[src/rtl/pu_cycle_sync_pkg.sv]
// Shared definitions for the IO-to-control-unit cycle synchroniser.
// State encoding and default parameter values used across the block.
package pu_cycle_sync_pkg;

    typedef enum logic [1:0] {
        IDLE    = 2'd0,
        COLLECT = 2'd1,
        READY   = 2'd2
    } state_t;

    localparam int DEF_IO_COUNT  = 2;
    localparam int DEF_TIMEOUT   = 1024;
    localparam int DEF_CNT_WIDTH = 16;

endpackage

[src/rtl/pu_cycle_sync_watchdog.sv]
// Collection-window watchdog: counts window clocks, saturating at TIMEOUT.
// expired flags the clock on which the count reaches (or sits at) TIMEOUT.
module pu_cycle_sync_watchdog #(
    parameter int TIMEOUT       = 1024,
    parameter int TIMEOUT_WIDTH = $clog2(TIMEOUT + 1)
) (
    input  logic clk,
    input  logic rst,
    input  logic clr,
    input  logic run,
    output logic expired
);

    localparam logic [TIMEOUT_WIDTH-1:0] LIMIT = TIMEOUT_WIDTH'(TIMEOUT);
    localparam logic [TIMEOUT_WIDTH-1:0] LAST  = TIMEOUT_WIDTH'(TIMEOUT - 1);

    logic [TIMEOUT_WIDTH-1:0] count;

    // Window clock counter; clear wins over run, holds at LIMIT.
    always_ff @(posedge clk or posedge rst) begin
        if (rst) begin
            count <= '0;
        end else if (clr) begin
            count <= '0;
        end else if (run && (count != LIMIT)) begin
            count <= count + 1'b1;
        end
    end

    // Asserted when this clock brings the count to TIMEOUT.
    assign expired = run && (count >= LAST);

endmodule

[src/rtl/pu_cycle_sync.sv]
// Rendezvous generator for the microcode control unit.
// Optional macro PU_CYCLE_SYNC_FORCE_EN: watchdog expiry forces READY.
module pu_cycle_sync
    import pu_cycle_sync_pkg::*;
#(
    parameter int IO_COUNT      = DEF_IO_COUNT,
    parameter int TIMEOUT       = DEF_TIMEOUT,
    parameter int TIMEOUT_WIDTH = $clog2(TIMEOUT + 1),
    parameter int CNT_WIDTH     = DEF_CNT_WIDTH
) (
    input  logic                 clk,
    input  logic                 rst,
    input  logic                 enable,
    input  logic [IO_COUNT-1:0]  io_ready,
    input  logic [IO_COUNT-1:0]  io_mask,
    input  logic                 cycle,
    output logic                 rendezvous,
    output logic [IO_COUNT-1:0]  pending,
    output logic                 waiting,
    output logic [CNT_WIDTH-1:0] cycle_count,
    output logic                 timeout
);

    state_t              state;
    logic                cycle_d;
    logic                cycle_rise;
    logic                all_done;
    logic                force_ready;
    logic [IO_COUNT-1:0] masked;
    logic                wd_clr;
    logic                wd_run;
    logic                wd_expired;

    assign cycle_rise = cycle & ~cycle_d;
    assign masked     = io_ready & io_mask;
    assign all_done   = ((pending | io_ready) & io_mask) == io_mask;

    // Watchdog only runs on a COLLECT clock that does not open a new window.
    assign wd_clr = ~enable | (cycle_rise & (state != IDLE));
    assign wd_run = enable & (state == COLLECT) & ~cycle_rise;

`ifdef PU_CYCLE_SYNC_FORCE_EN
    assign force_ready = wd_expired;
`else
    assign force_ready = 1'b0;
`endif

    pu_cycle_sync_watchdog #(
        .TIMEOUT       (TIMEOUT),
        .TIMEOUT_WIDTH (TIMEOUT_WIDTH)
    ) u_watchdog (
        .clk     (clk),
        .rst     (rst),
        .clr     (wd_clr),
        .run     (wd_run),
        .expired (wd_expired)
    );

    // Window FSM with registered outputs; disable beats cycle rise.
    always_ff @(posedge clk or posedge rst) begin
        if (rst) begin
            state       <= IDLE;
            cycle_d     <= 1'b0;
            rendezvous  <= 1'b0;
            pending     <= '0;
            waiting     <= 1'b0;
            cycle_count <= '0;
            timeout     <= 1'b0;
        end else begin
            cycle_d <= cycle;
            if (!enable) begin
                state      <= IDLE;
                rendezvous <= 1'b0;
                pending    <= '0;
                waiting    <= 1'b0;
                timeout    <= 1'b0;
            end else if (cycle_rise && (state != IDLE)) begin
                state       <= COLLECT;
                waiting     <= 1'b1;
                rendezvous  <= 1'b0;
                pending     <= masked;
                cycle_count <= cycle_count + 1'b1;
            end else begin
                unique case (state)
                    IDLE: begin
                        state      <= COLLECT;
                        waiting    <= 1'b1;
                        rendezvous <= 1'b0;
                    end
                    COLLECT: begin
                        pending <= pending | masked;
                        if (wd_expired) begin
                            timeout <= 1'b1;
                        end
                        if (all_done || force_ready) begin
                            state      <= READY;
                            waiting    <= 1'b0;
                            rendezvous <= 1'b1;
                        end
                    end
                    READY: begin
                        rendezvous <= 1'b1;
                        waiting    <= 1'b0;
                    end
                    default: begin
                        state      <= IDLE;
                        rendezvous <= 1'b0;
                        waiting    <= 1'b0;
                        pending    <= '0;
                    end
                endcase
            end
        end
    end

endmodule

[config.mk]
export PLATFORM = sky130hd
export DESIGN_NAME = pu_cycle_sync
export DESIGN_NICKNAME = d
export VERILOG_FILES = /design/src/rtl/pu_cycle_sync_pkg.sv /design/src/rtl/pu_cycle_sync_watchdog.sv /design/src/rtl/pu_cycle_sync.sv
export SDC_FILE = /design/constraint.sdc
export NUM_CORES = 1
export LEC_CHECK = 0
export CAP_MARGIN = 20
export CELL_PAD_IN_SITES_DETAIL_PLACEMENT = 0
export CELL_PAD_IN_SITES_GLOBAL_PLACEMENT = 1
export CORE_ASPECT_RATIO = 0.8
export CORE_MARGIN = 2
export CORE_UTILIZATION = 41
export CTS_CLUSTER_SIZE = 14
export DETAILED_ROUTE_END_ITERATION = 7
export PLACE_DENSITY = 0.8
export SLEW_MARGIN = 15
export SYNTH_ARGS = -nofsm -noshare
export SYNTH_HDL_FRONTEND = slang
export SYNTH_HIERARCHICAL = 1
export SYNTH_SLANG_ARGS = --single-unit
[constraint.sdc]
create_clock -name clk -period 3.37 [get_ports clk]
set_clock_uncertainty 0.2 [all_clocks]
set_input_delay 0.8425 -clock clk [delete_from_list [all_inputs] [get_ports clk]]
set_output_delay 0.8425 -clock clk [all_outputs]
set_load 0.02 [all_outputs]
# Word-level counts from Yosys, hierarchy flattened
# Cells that the tools add are included.
# Widths: inputs -> output; s select.
[op_classes]
addsub = 2
mul = 0
div_mod_pow = 0
n_lt_le_gt_ge = 1
eq_ne = 10
n_shift = 0
n_mux = 21
n_bitwise = 12
n_reduce_logical = 10
[ops]
columns = ["cell", "n"]
rows = [
  ["$mux 11", 2],
  ["$add 16x1->16 const B", 1],
  ["$add 11x1->11 const B", 1],
  ["$ge 11x10->1 const B", 1],
  ["$ne 11x11->1 const B", 1],
  ["$mux 1", 10],
  ["$mux 2", 5],
  ["$pmux 2 s3", 1],
  ["$and 1x1->1", 4],
  ["$and 2x2->2", 2],
  ["$ne 2x1->1 const B", 2],
  ["$ne 4x3->1 const B", 1],
  ["$or 2x2->2", 2],
  ["$pmux 1 s2", 2],
  ["$pmux 2 s2", 1],
  ["$reduce_and 2->1", 2],
  ["$reduce_bool 2->1", 2],
  ["$logic_and 1x1->1", 3],
  ["$ne 3x2->1 const B", 1],
  ["$ne 3x3->1 const B", 1],
  ["$not 1->1", 3],
  ["$reduce_and 3->1", 1],
  ["$eq 2x1->1 const B", 1],
  ["$eq 2x2->1", 1],
  ["5 further kinds", 5],
]
[word_totals]
ff_bits = 35
latchBits = 0
mem_bits_rw = 0
mem_bits_ro = 0
inputBits = 8
output_inout_bits = 21
elab_cells = 64
n_memories = 0

# Depth between registers and ports, before layout
# Gate-level depths: netlist of run 1.
[depth]
depth_word = 9
ltp_mapped = 8
ltp_nobuf = 7

# Modules after synthesis
# Netlist of run 1, hierarchy kept.
[by_module_without_submodules]
columns = ["mod", "instances", "cells_each", "area_per_inst_um2", "seq_area_each_um2"]
rows = [
  ["pu_cycle_sync", 1, 111, 1204.9, 600.6],
  ["pu_cycle_sync_watchdog", 1, 69, 648.1, 275.3],
]

# Least setup slack after synthesis of run 1
# No wires, ideal clock.
[synth_path]
path_kind = "input to register"
from = "input enable"
to = "register u_watchdog.count[0]"
setup_time_ps = 125
t_arrival_ps = 2206
required_time_ps = 3045
setup_slack_ps = 839
stages = 7
path_buffers = 2
cell_sequence = "clkbuf_1 > nand2_1 > nor2_1 > clkbuf_1 > inv_1 > a41oi_1 > mux2_2"
[synth_via]
elab_chain_cells = 4
elab_cells_between_ends = 7
classes_between = "1 x mux; 4 x bitwise; 2 x reduce/logical"
[synth_rtl]
columns = ["item", "line_no", "rtl"]
rows = [
  ["start: declaration", "pu_cycle_sync.sv:13", "input logic enable,"],
  ["$and 1x1->1 (2 in a row)", "pu_cycle_sync.sv:40", "assign wd_run = enable & (state == COLLECT) & ~cycle_rise;"],
  ["named net wd_run", "pu_cycle_sync.sv:31", "logic wd_run;"],
  ["$logic_and 1x1->1", "pu_cycle_sync_watchdog.sv:25", "end else if (run && (count != LIMIT)) begin"],
  ["$reduce_bool 2->1 (no line)", "--", ""],
  ["end signal: assignment", "pu_cycle_sync_watchdog.sv:26", "count <= count + 1'b1;"],
  ["end: declaration", "pu_cycle_sync_watchdog.sv:17", "logic [TIMEOUT_WIDTH-1:0] count;"],
]
# The timed path passes the listed nets, and every way through them passes these cells.
# A chain may end at the register's enable or synchronous reset.

# Final worst setup path of run 1
[layout_path]
from = "input enable"
to = "register u_watchdog.count[10]"
# Same word-level chain as after synthesis.

==> results of run 1 <==
-- routing by layer --
layer  vias up  track usage [%]  part of all wire (%)
met1       695             23.0                    48
met3         2             6.07                   4.5
li1        697                -                     -
met2        38             25.8                    47
met5         -                0                     0
met4         0             3.45                  0.47
-- cell usage after synthesis --
cell / instances / share of area [%]
a211oi_1: 1 / 0.41
a21o_1: 1 / 0.41
a21oi_1: 6 / 1.6
a22oi_1: 1 / 0.41
a31oi_1: 2 / 0.68
a32o_1: 1 / 0.54
a41oi_1: 1 / 0.47
and3_1: 1 / 0.34
and4_1: 1 / 0.47
and4bb_2: 1 / 0.68
buf_2: 2 / 0.54
buf_4: 1 / 0.41
clkbuf_1: 3 / 0.61
dfrtp_1: 35 / 47
ha_1: 7 / 4.7
inv_1: 10 / 2.0
mux2_2: 5 / 3.0
mux2i_1: 2 / 1.1
nand2_1: 16 / 3.2
nand2b_1: 3 / 1.0
nand3_1: 10 / 2.7
nand3_2: 2 / 1.1
nand4_1: 7 / 2.4
nand4_4: 2 / 2.3
nor2_1: 12 / 2.4
nor2b_1: 7 / 2.4
nor3_1: 3 / 0.81
nor3b_1: 3 / 1.2
nor4_1: 3 / 1.0
o2111ai_2: 1 / 0.81
o211ai_1: 1 / 0.41
o21a_1: 1 / 0.41
o21ai_0: 2 / 0.54
o21ai_1: 3 / 0.81
o31ai_1: 2 / 0.81
or3_1: 2 / 0.68
or3b_1: 1 / 0.47
or4_1: 1 / 0.41
xnor2_1: 12 / 5.7
xnor2_2: 1 / 0.88
xor2_1: 4 / 1.9
-- flip-flops by register name, summed over array words and instances, names as in the netlist --
name and count:
cycle_count 16, cycle_d 1, pending 2, rendezvous 1
state 2, timeout 1, u_watchdog/count 11, waiting 1
-- per-stage QoR --
step	worst slack (ns)	std cells	area (sq um)
after floorplan	0.839	180	1850
after global placement	0.589	265	2220
after detailed placement	0.529	265	2220
after CTS	0.823	273	2320
after global routing	0.702	273	2320
final	0.771	273	2320
-- cell type report --
class                           instances  share of cell area [%]
Multi-Input combinational cell        129                    39.2
Sequential cell                        35                    37.7
Timing Repair Buffer                   34                    14.0
Clock buffer                            8                    4.31
Tap cell                               57                    3.07
Inverter                               10                    1.62
-- placed cells by master (no fill, tap or decap), types with 3 or more instances in the layout --
cell type / netlist / final
nor2b_1: 7 / 7
o21ai_1: 3 / 3
nand3_1: 10 / 10
nand2b_1: 3 / 3
nand4_1: 7 / 7
dfrtp_1: 35 / 35
nor4_1: 3 / 3
mux2_2: 5 / 5
nand2_1: 16 / 16
xnor2_1: 12 / 12
nor2_1: 12 / 12
buf_4: 1 / 6
clkdlybuf4s50_1: 0 / 28
nor3_1: 3 / 3
nor3b_1: 3 / 3
clkbuf_8: 0 / 7
xor2_1: 4 / 4
inv_1: 10 / 10
ha_1: 7 / 7
a21oi_1: 6 / 6
-- power breakdown --
part	internal, mW	leakage [nW]	total, mW	switching (mW)
Sequential	0.463	0.477	0.511	0.0483
Combinational	0.145	0.468	0.309	0.164
Clock	0.187	0.0515	0.335	0.148
-- worst max-delay path: stages --
cell             delay [ns]
clkdlybuf4s50_1        0.48
buf_4                  0.18
nand2_1                0.06
nor2_1                 0.13
inv_1                  0.10
nor4_1                 0.41
mux2_2                 0.38
-- worst paths after layout --
check,to,startpoint,slack [ns],depth (start not counted)
min reg2reg,cycle_count[15]$_DFFE_PP0P_,cycle_count[15]$_DFFE_PP0P_,0.29,1
min in group asynchronous,u_watchdog/count[8]$_DFFE_PP0P_,rst,0.70,2
max,u_watchdog/count[10]$_DFFE_PP0P_,enable,0.77,7
min,cycle_count[15]$_DFFE_PP0P_,cycle_count[15]$_DFFE_PP0P_,0.29,1
max reg2reg,u_watchdog/count[7]$_DFFE_PP0P_,state[0]$_DFFE_PP0P_,1.06,6
max in group asynchronous,u_watchdog/count[9]$_DFFE_PP0P_,rst,1.97,2
-- cell families (layout without fill, tap and decap cells) --
family | count (synthesis) | count (layout)
muxes | 7 | 7
buffers and inverters | 16 | 52
AOI/OAI and AO/OA | 23 | 23
adders and majority gates | 7 | 7
and+or+nand+nor | 75 | 75
xor gates and xnor gates | 17 | 17
DFF | 35 | 35
==> results.sh, run 1 <==
export IMPL_status="complete, no violations"
export IMPL_cp_arrival_ns=2.57
export IMPL_post_synth_mux_area_share_pct=4.12
export IMPL_totalNegativeSetupSlack_ns=0
export IMPL_finish_net_count=230
export IMPL_drive_above_1_share_pct=11.6
export IMPL_critPathCaptureType="register"
export IMPL_timing_hold_violations_final=0
export IMPL_dr_first_iter_drc_count=156
export IMPL_route_detailed_drc=0
export IMPL_worst_hold_slack_ns=0.289
export IMPL_routed_via_density=5.25
export IMPL_global_route_usage_total_pct=16.8
export IMPL_max_slew_worst_pin_slew_ns=0.491
export IMPL_drv_cap=0
export IMPL_synth_yosys_warnings=6
export IMPL_syn_num_nets=195
export IMPL_cts_htree_levels=2
export IMPL_detailedPlacementHpwl_mm=2.76
export IMPL_criticalPathCategory="in2reg"
export IMPL_yosys_register_bits=35
export IMPL_rsz0062_at_grt="no"
export IMPL_grt_first_pass_wirelength_mm=6.63
export IMPL_timing_max_slew_rel_slack_pct=67.2
export IMPL_hold_buffers=0
export IMPL_gp_congestion=0.772
export IMPL_main_combinational_cell_family_by_area_after_synthesis="simple AND/OR/NAND/NOR gates"
export IMPL_detail_route_wirelength_mm=3.80
export IMPL_mappedNetlistArea_sq_um=1850
export IMPL_chipWidth_microns=79.2
export IMPL_worst_skew_pair_late_latency_ns=0.28
export IMPL_report_final_setup_viol=0
export IMPL_fin_crit_sh_pct=77.1
export IMPL_finalPower_mw=1.16
export IMPL_grt_overflow_total=0
export IMPL_root_buffer="clkbuf_8"
export IMPL_antenna_violations_before_repair=0
export IMPL_cts_reportedPaths_clkPinSlew_ns=0.07
export IMPL_seq_total_area_yosys_pct=47.3
export IMPL_worst_path_max_fanout=10
export IMPL_port_buffer_count=28
export IMPL_layout_area_overhead_vs_synth_pct=25.3
export IMPL_vertical_die_dimension_microns=64.1
export IMPL_number_of_global_route_vias_before_repair=1433
export IMPL_multi_input_combinational_cell_area_sq_um=911
export IMPL_maxSlewViolCount=0
export IMPL_fillerInstances=377
export IMPL_core_area_sq_um=4260
export IMPL_post_cts_setup_buffers=0
export IMPL_crit_path_start_kind="input port"
export IMPL_worstPathRequired_ns=3.34
export IMPL_initial_core_utilization_pct=43.5
export IMPL_dr_total_vias=1432
export IMPL_post_synthesis_mean_instance_area_sq_um=10.3
export IMPL_avgRoutedWirePerCell_microns=13.9
export IMPL_netlist_cell_type_count=41
export IMPL_vdd_drop_max_mv=0.306
export IMPL_finish_utilization_pct=54.5
export IMPL_drt_pre_antenna_iters=4
export IMPL_tritoncts="yes"
export IMPL_ant_nets=0
export IMPL_simple_logic_cell_fraction_of_the_synthesized_area_pct=23.6
export IMPL_power_leakage_nw=0.996
export IMPL_powerDensity_nw_per_um2=498
export IMPL_io_pins=29
export IMPL_final_seq_area_sq_um=876
export IMPL_number_of_buffers_on_the_longest_clock_path=2
export IMPL_placementRows=21
export IMPL_min_delay_path_class="reg2reg"
export IMPL_yosys_area_share_xor_xnor_pct=8.44
export IMPL_n_antenna_cell=0
export IMPL_period_minus_slack_ns=2.60
export IMPL_maximum_number_of_pins_on_one_net_before_global_route_repair=25
export IMPL_syn_inst=180
export IMPL_yosys_area_share_adder_pct=4.73
export IMPL_fp_dieArea_sq_um=5080
export IMPL_fmaxAchievable_mhz=385
export IMPL_compound_gate_fraction_of_synth_area_pct=8.31
export IMPL_tritoncts_buffers=5
export IMPL_cts_resized=0
export IMPL_tritoncts_num_sinks=35
Power figures use the tool's default switching activity.
==> inputs of run 2 (changes only) <==
CORE_UTILIZATION = 37   (was 41)
PLACE_DENSITY = 0.77   (was 0.8)
clock period = 2.2 ns   (was 3.37 ns; I/O delays follow)
==> results.sh, run 2 (same netlist as run 1, synthesis figures left out) <==
export IMPL_ant_nets=0
export IMPL_layout_area_overhead_vs_synth_pct=33.0
export IMPL_io_pins=29
export IMPL_dpl_cell_count=284
export IMPL_cts_htree_levels=2
export IMPL_port_buffer_count=28
export IMPL_maximum_number_of_pins_on_one_net_before_global_route_repair=23
export IMPL_largest_register_ffs=16
export IMPL_netSwitchingFraction_pct=30.2
export IMPL_n_antenna_cell=0
export IMPL_period_minus_slack_ns=2.14
export IMPL_finish_net_count=244
export IMPL_tritoncts_num_sinks=35
export IMPL_crit_family="buffers and inverters"
export IMPL_grt_overflow_total=0
export IMPL_rr_startpoint="state[1]$_DFFE_PP0P_"
export IMPL_cts_reportedPaths_clkPinSlew_ns=0.07
export IMPL_detail_route_wirelength_mm=3.53
export IMPL_root_buffer="clkbuf_8"
export IMPL_rsz0062_at_grt="no"
export IMPL_max_slew_worst_pin_slew_ns=0.438
export IMPL_number_of_buffers_on_the_longest_clock_path=2
export IMPL_placementRows=23
export IMPL_cp_arrival_ns=1.39
export IMPL_criticalPathCategory="reg2out"
export IMPL_timing_max_slew_rel_slack_pct=70.8
export IMPL_hold_buffers=0
export IMPL_post_place_ws_ns=-0.238
export IMPL_initial_core_utilization_pct=37.7
export IMPL_dr_first_iter_drc_count=74
export IMPL_power_net_switching_uw=565
export IMPL_drt_pre_antenna_iters=4
export IMPL_final_critical_path_setup_slack_ns=0.0564
export IMPL_detailedPlacementHpwl_mm=2.64
export IMPL_tritoncts="yes"
export IMPL_registers_top_by_ff_count="cycle_count"
export IMPL_fp_dieArea_sq_um=5590
export IMPL_min_delay_path_class="in2async"
export IMPL_route_detailed_drc=0
export IMPL_core_area_sq_um=4920
export IMPL_drv_cap=0
export IMPL_maxSlewViolCount=0
export IMPL_grt_first_pass_wirelength_mm=6.35
export IMPL_crit_path_start_kind="register"
export IMPL_number_of_global_route_vias_before_repair=1370
export IMPL_worst_hold_slack_ns=0.278
export IMPL_global_route_usage_total_pct=14.3
export IMPL_dr_total_vias=1395
export IMPL_routed_via_density=4.78
export IMPL_critPathBufInv=1
export IMPL_intPower_mw=1.30
export IMPL_report_final_setup_viol=0
export IMPL_chipWidth_microns=83.1
export IMPL_powerDensity_nw_per_um2=758
export IMPL_fmaxAchievable_mhz=467
export IMPL_critPathCaptureType="output port"
export IMPL_fin_crit_sh_pct=97.4
export IMPL_final_cell_mix="dfrtp_1 (35), clkdlybuf4s50_1 (28), buf_4 (19), nand2_1 (15), xnor2_1 (12)"
export IMPL_worst_path_max_fanout=5
export IMPL_power_frac_clock_pct=31.0
export IMPL_vdd_drop_max_mv=0.658
export IMPL_power_leakage_nw=1.07
export IMPL_worst_path_max_delay_cell="clkdlybuf4s50_1"
export IMPL_layout_cells_non_filler=292
export IMPL_timing_hold_violations_final=0
export IMPL_antenna_violations_before_repair=0
export IMPL_rr_worst_depth=7
export IMPL_number_of_stages_on_the_worst_setup_path=1
export IMPL_avgRoutedWirePerCell_microns=12.1
export IMPL_worstPathRequired_ns=1.45
export IMPL_drive_above_1_share_pct=19.1
export IMPL_vertical_die_dimension_microns=67.3
export IMPL_mostFrequentLayoutCell="dfrtp_1"
export IMPL_gp_congestion=0.802
export IMPL_fillerInstances=437
export IMPL_worstSetupStartpoint="cycle_count[11]$_DFFE_PP0P_"
export IMPL_tritoncts_buffers=5
export IMPL_final_design_area_no_fill_sq_um=2460
export IMPL_largest_registers="cycle_count (16), u_watchdog/count (11)"
export IMPL_worst_skew_pair_late_latency_ns=0.28
export IMPL_cp_cell_sequence="clkdlybuf4s50_1"
export IMPL_power_frac_comb_pct=27.7
export IMPL_place_area_sq_um=2330
export IMPL_share_seq_of_total_power_pct=41.2
export IMPL_max_stage_delay_ns=0.65
export IMPL_status="complete, no violations"
## run 2: final timing paths
kind | endpoint | slack [ns]
setup / recovery | cycle_count[11] | 0.06
hold / removal | cycle_count[15]$_DFFE_PP0P_ | 0.28
setup reg to reg | u_watchdog/count[10]$_DFFE_PP0P_ | 0.24
hold reg to reg | cycle_count[15]$_DFFE_PP0P_ | 0.29
max in group asynchronous | waiting$_DFFE_PP0P_ | 1.05
min in group clk | cycle_count[15]$_DFFE_PP0P_ | 0.29
## run 2: what timing repair did
action,4_1_cts,5_1_grt
endpoints found under the hold margin,0,0
setup buffers,0,0
resized for setup,0,4
endpoints found under the setup margin,0,4
## run 2: per-layer routing
| layer | global-route usage [%] | up-vias | part of all wire (%) |
|---|---|---|---|
| met5 | 0 | - | 0 |
| met4 | 4.30 | 0 | 0.85 |
| met3 | 3.30 | 4 | 2.3 |
| met2 | 21.4 | 11 | 43 |
| met1 | 20.7 | 654 | 54 |
| li1 | - | 726 | - |
## run 2: area by class of cell
class	count	area (sq um)	share of cell area [%]
flip-flops and latches	35	876	35.5
multi-input cells	129	927	37.6
clock buffers	5	68.8	2.79
repair buffers	48	434	17.6
inverters	10	37.5	1.52
clock inverters	3	43.8	1.78
well taps	62	77.6	3.15
## run 2: power by group through the flow
stage	Sequential [mW]	Clock [mW]	Combinational [mW]
2_1_floorplan	0.842	0	0.231
3_3_place_gp	0.783	0	0.515
3_5_place_dp	0.782	0	0.516
4_1_cts	0.772	0.597	0.518
5_1_grt	0.782	0.623	0.575
6_report	0.770	0.579	0.518
## run 2: stage by stage
step | util [%] | setup TNS, ns | power, mW
after floorplan | - | 0 | 1.07
after global placement | 47.4 | -2.56 | 1.30
after detailed placement | 47.4 | -2.93 | 1.30
after CTS | 49.7 | 0 | 1.89
after global routing | 50.1 | 0 | 1.98
final | 50.1 | 0 | 1.87
==> inputs of run 3 (changes only) <==
PLACE_DENSITY = default   (was 0.77)
PLACE_DENSITY_LB_ADDON = 0.1   (was default)
==> results.sh, run 3 (same netlist as run 1, synthesis figures left out) <==
export IMPL_status="complete, no violations"
export IMPL_cts_htree_levels=2
export IMPL_worst_skew_pair_late_latency_ns=0.28
export IMPL_critPathCaptureType="output port"
export IMPL_rr_startpoint="state[1]$_DFFE_PP0P_"
export IMPL_cp_arrival_ns=1.39
export IMPL_tritoncts_buffers=5
export IMPL_number_of_global_route_vias_before_repair=1515
export IMPL_registers_top_by_ff_count="cycle_count"
export IMPL_tritoncts_num_sinks=35
export IMPL_grt_overflow_total=0
export IMPL_cp_cell_sequence="clkdlybuf4s50_1"
export IMPL_timing_hold_violations_final=0
export IMPL_chipWidth_microns=83.1
export IMPL_layout_area_overhead_vs_synth_pct=32.6
export IMPL_multi_input_combinational_cell_area_sq_um=923
export IMPL_grt_first_pass_wirelength_mm=7.15
export IMPL_hold_buffers=0
export IMPL_vdd_drop_max_mv=0.507
export IMPL_report_final_setup_viol=0
export IMPL_critPathBufInv=1
export IMPL_fmaxAchievable_mhz=467
export IMPL_maxSlewViolCount=0
export IMPL_initial_core_utilization_pct=37.7
export IMPL_finish_utilization_pct=49.9
export IMPL_final_seq_area_sq_um=876
export IMPL_tritoncts="yes"
export IMPL_gp_congestion=0.793
export IMPL_place_area_sq_um=2340
export IMPL_port_buffer_count=28
export IMPL_largest_register_ffs=16
export IMPL_timing_max_slew_rel_slack_pct=69.2
export IMPL_post_cts_setup_buffers=0
export IMPL_max_slew_worst_pin_slew_ns=0.461
export IMPL_dr_total_vias=1488
export IMPL_ant_nets=0
export IMPL_finalPower_mw=1.81
export IMPL_min_delay_path_class="reg2reg"
export IMPL_mostFrequentLayoutCell="dfrtp_1"
export IMPL_dpl_cell_count=285
export IMPL_worst_hold_slack_ns=0.268
export IMPL_detail_route_wirelength_mm=4.04
export IMPL_power_leakage_nw=1.11
export IMPL_hold_path_startpoint="cycle_count[15]$_DFFE_PP0P_"
export IMPL_max_stage_delay_ns=0.65
export IMPL_powerDensity_nw_per_um2=738
export IMPL_antenna_violations_before_repair=0
export IMPL_totalNegativeSetupSlack_ns=0
export IMPL_layout_cells_non_filler=293
export IMPL_avgRoutedWirePerCell_microns=13.8
export IMPL_maximum_number_of_pins_on_one_net_before_global_route_repair=25
export IMPL_detailedPlacementHpwl_mm=2.99
export IMPL_global_route_usage_total_pct=16.1
export IMPL_criticalPathCategory="reg2out"
export IMPL_routed_via_density=5.08
export IMPL_worst_path_max_delay_cell="clkdlybuf4s50_1"
export IMPL_worstPathRequired_ns=1.45
export IMPL_core_area_sq_um=4920
export IMPL_root_buffer="clkbuf_8"
export IMPL_route_detailed_drc=0
export IMPL_n_antenna_cell=0
export IMPL_number_of_buffers_on_the_longest_clock_path=2
export IMPL_finish_net_count=245
export IMPL_fp_dieArea_sq_um=5590
export IMPL_final_critical_path_setup_slack_ns=0.0591
export IMPL_drive_above_1_share_pct=18.2
export IMPL_io_pins=29
export IMPL_fin_crit_sh_pct=97.3
export IMPL_fillerInstances=435
export IMPL_final_design_area_no_fill_sq_um=2460
export IMPL_vertical_die_dimension_microns=67.3
export IMPL_drt_pre_antenna_iters=4
export IMPL_worstSetupStartpoint="cycle_count[3]$_DFFE_PP0P_"
export IMPL_placementRows=23
export IMPL_worst_path_max_fanout=6
export IMPL_crit_path_start_kind="register"
export IMPL_final_cell_mix="dfrtp_1 (35), clkdlybuf4s50_1 (26), buf_4 (21), nand2_1 (15)"
export IMPL_drv_cap=0
export IMPL_dr_first_iter_drc_count=87
export IMPL_cts_reportedPaths_clkPinSlew_ns=0.07
export IMPL_period_minus_slack_ns=2.14
export IMPL_rsz0062_at_grt="no"
export IMPL_largest_registers="cycle_count (16), u_watchdog/count (11)"
export IMPL_crit_family="buffers and inverters"
export IMPL_post_place_ws_ns=-0.243
run 3: cell types whose count changed in the layout (fill, tap and decap cells not counted), moves of 2 or more:
cell	before	now
buf_4	19	21
clkbuf_8	5	7
clkdlybuf4s50_1	28	26
dlymetal6s2s_1	0	2
run 3: repair_timing:
item	4_1_cts	5_1_grt
endpoints found under the hold margin	0	0
gates resized for setup	0	4
endpoints found under the setup margin	0	7
run 3: area by class of cell:
cell class              instances  area share [%]
multi-input cells             129            37.6
flip-flops and latches         35            35.6
well taps                      62            3.16
repair buffers                 49            18.0
clock buffers                   8            4.07
inverters                      10            1.53
run 3: routing by layer:
| metal | up-vias | GRT usage, % | wire [microns] |
|---|---|---|---|
| met5 | - | 0 | 0 |
| li1 | 727 | - | - |
| met3 | 8 | 3.67 | 120 |
| met4 | 0 | 6.97 | 63 |
| met1 | 735 | 22.1 | 2030 |
| met2 | 18 | 24.7 | 1820 |
run 3: final timing paths:
| check | to | slack, ns | cells past startpoint |
|---|---|---|---|
| min in group asynchronous | u_watchdog/count[1]$_DFFE_PP0P_ | 0.42 | 2 |
| max in group asynchronous | u_watchdog/count[10]$_DFFE_PP0P_ | 1.07 | 2 |
| worst max-delay path | cycle_count[3] | 0.06 | 1 |
| worst min register to register | cycle_count[15]$_DFFE_PP0P_ | 0.27 | 1 |
| worst min-delay path | cycle_count[15]$_DFFE_PP0P_ | 0.27 | 1 |
| worst max register to register | pending[1]$_DFFE_PP0P_ | 0.16 | 8 |
run 3: report_power, final:
group          total, mW  switching [mW]  internal, mW
clock network      0.513           0.228         0.286
registers          0.774          0.0650         0.709
logic              0.526           0.267         0.259
total               1.81           0.560          1.25
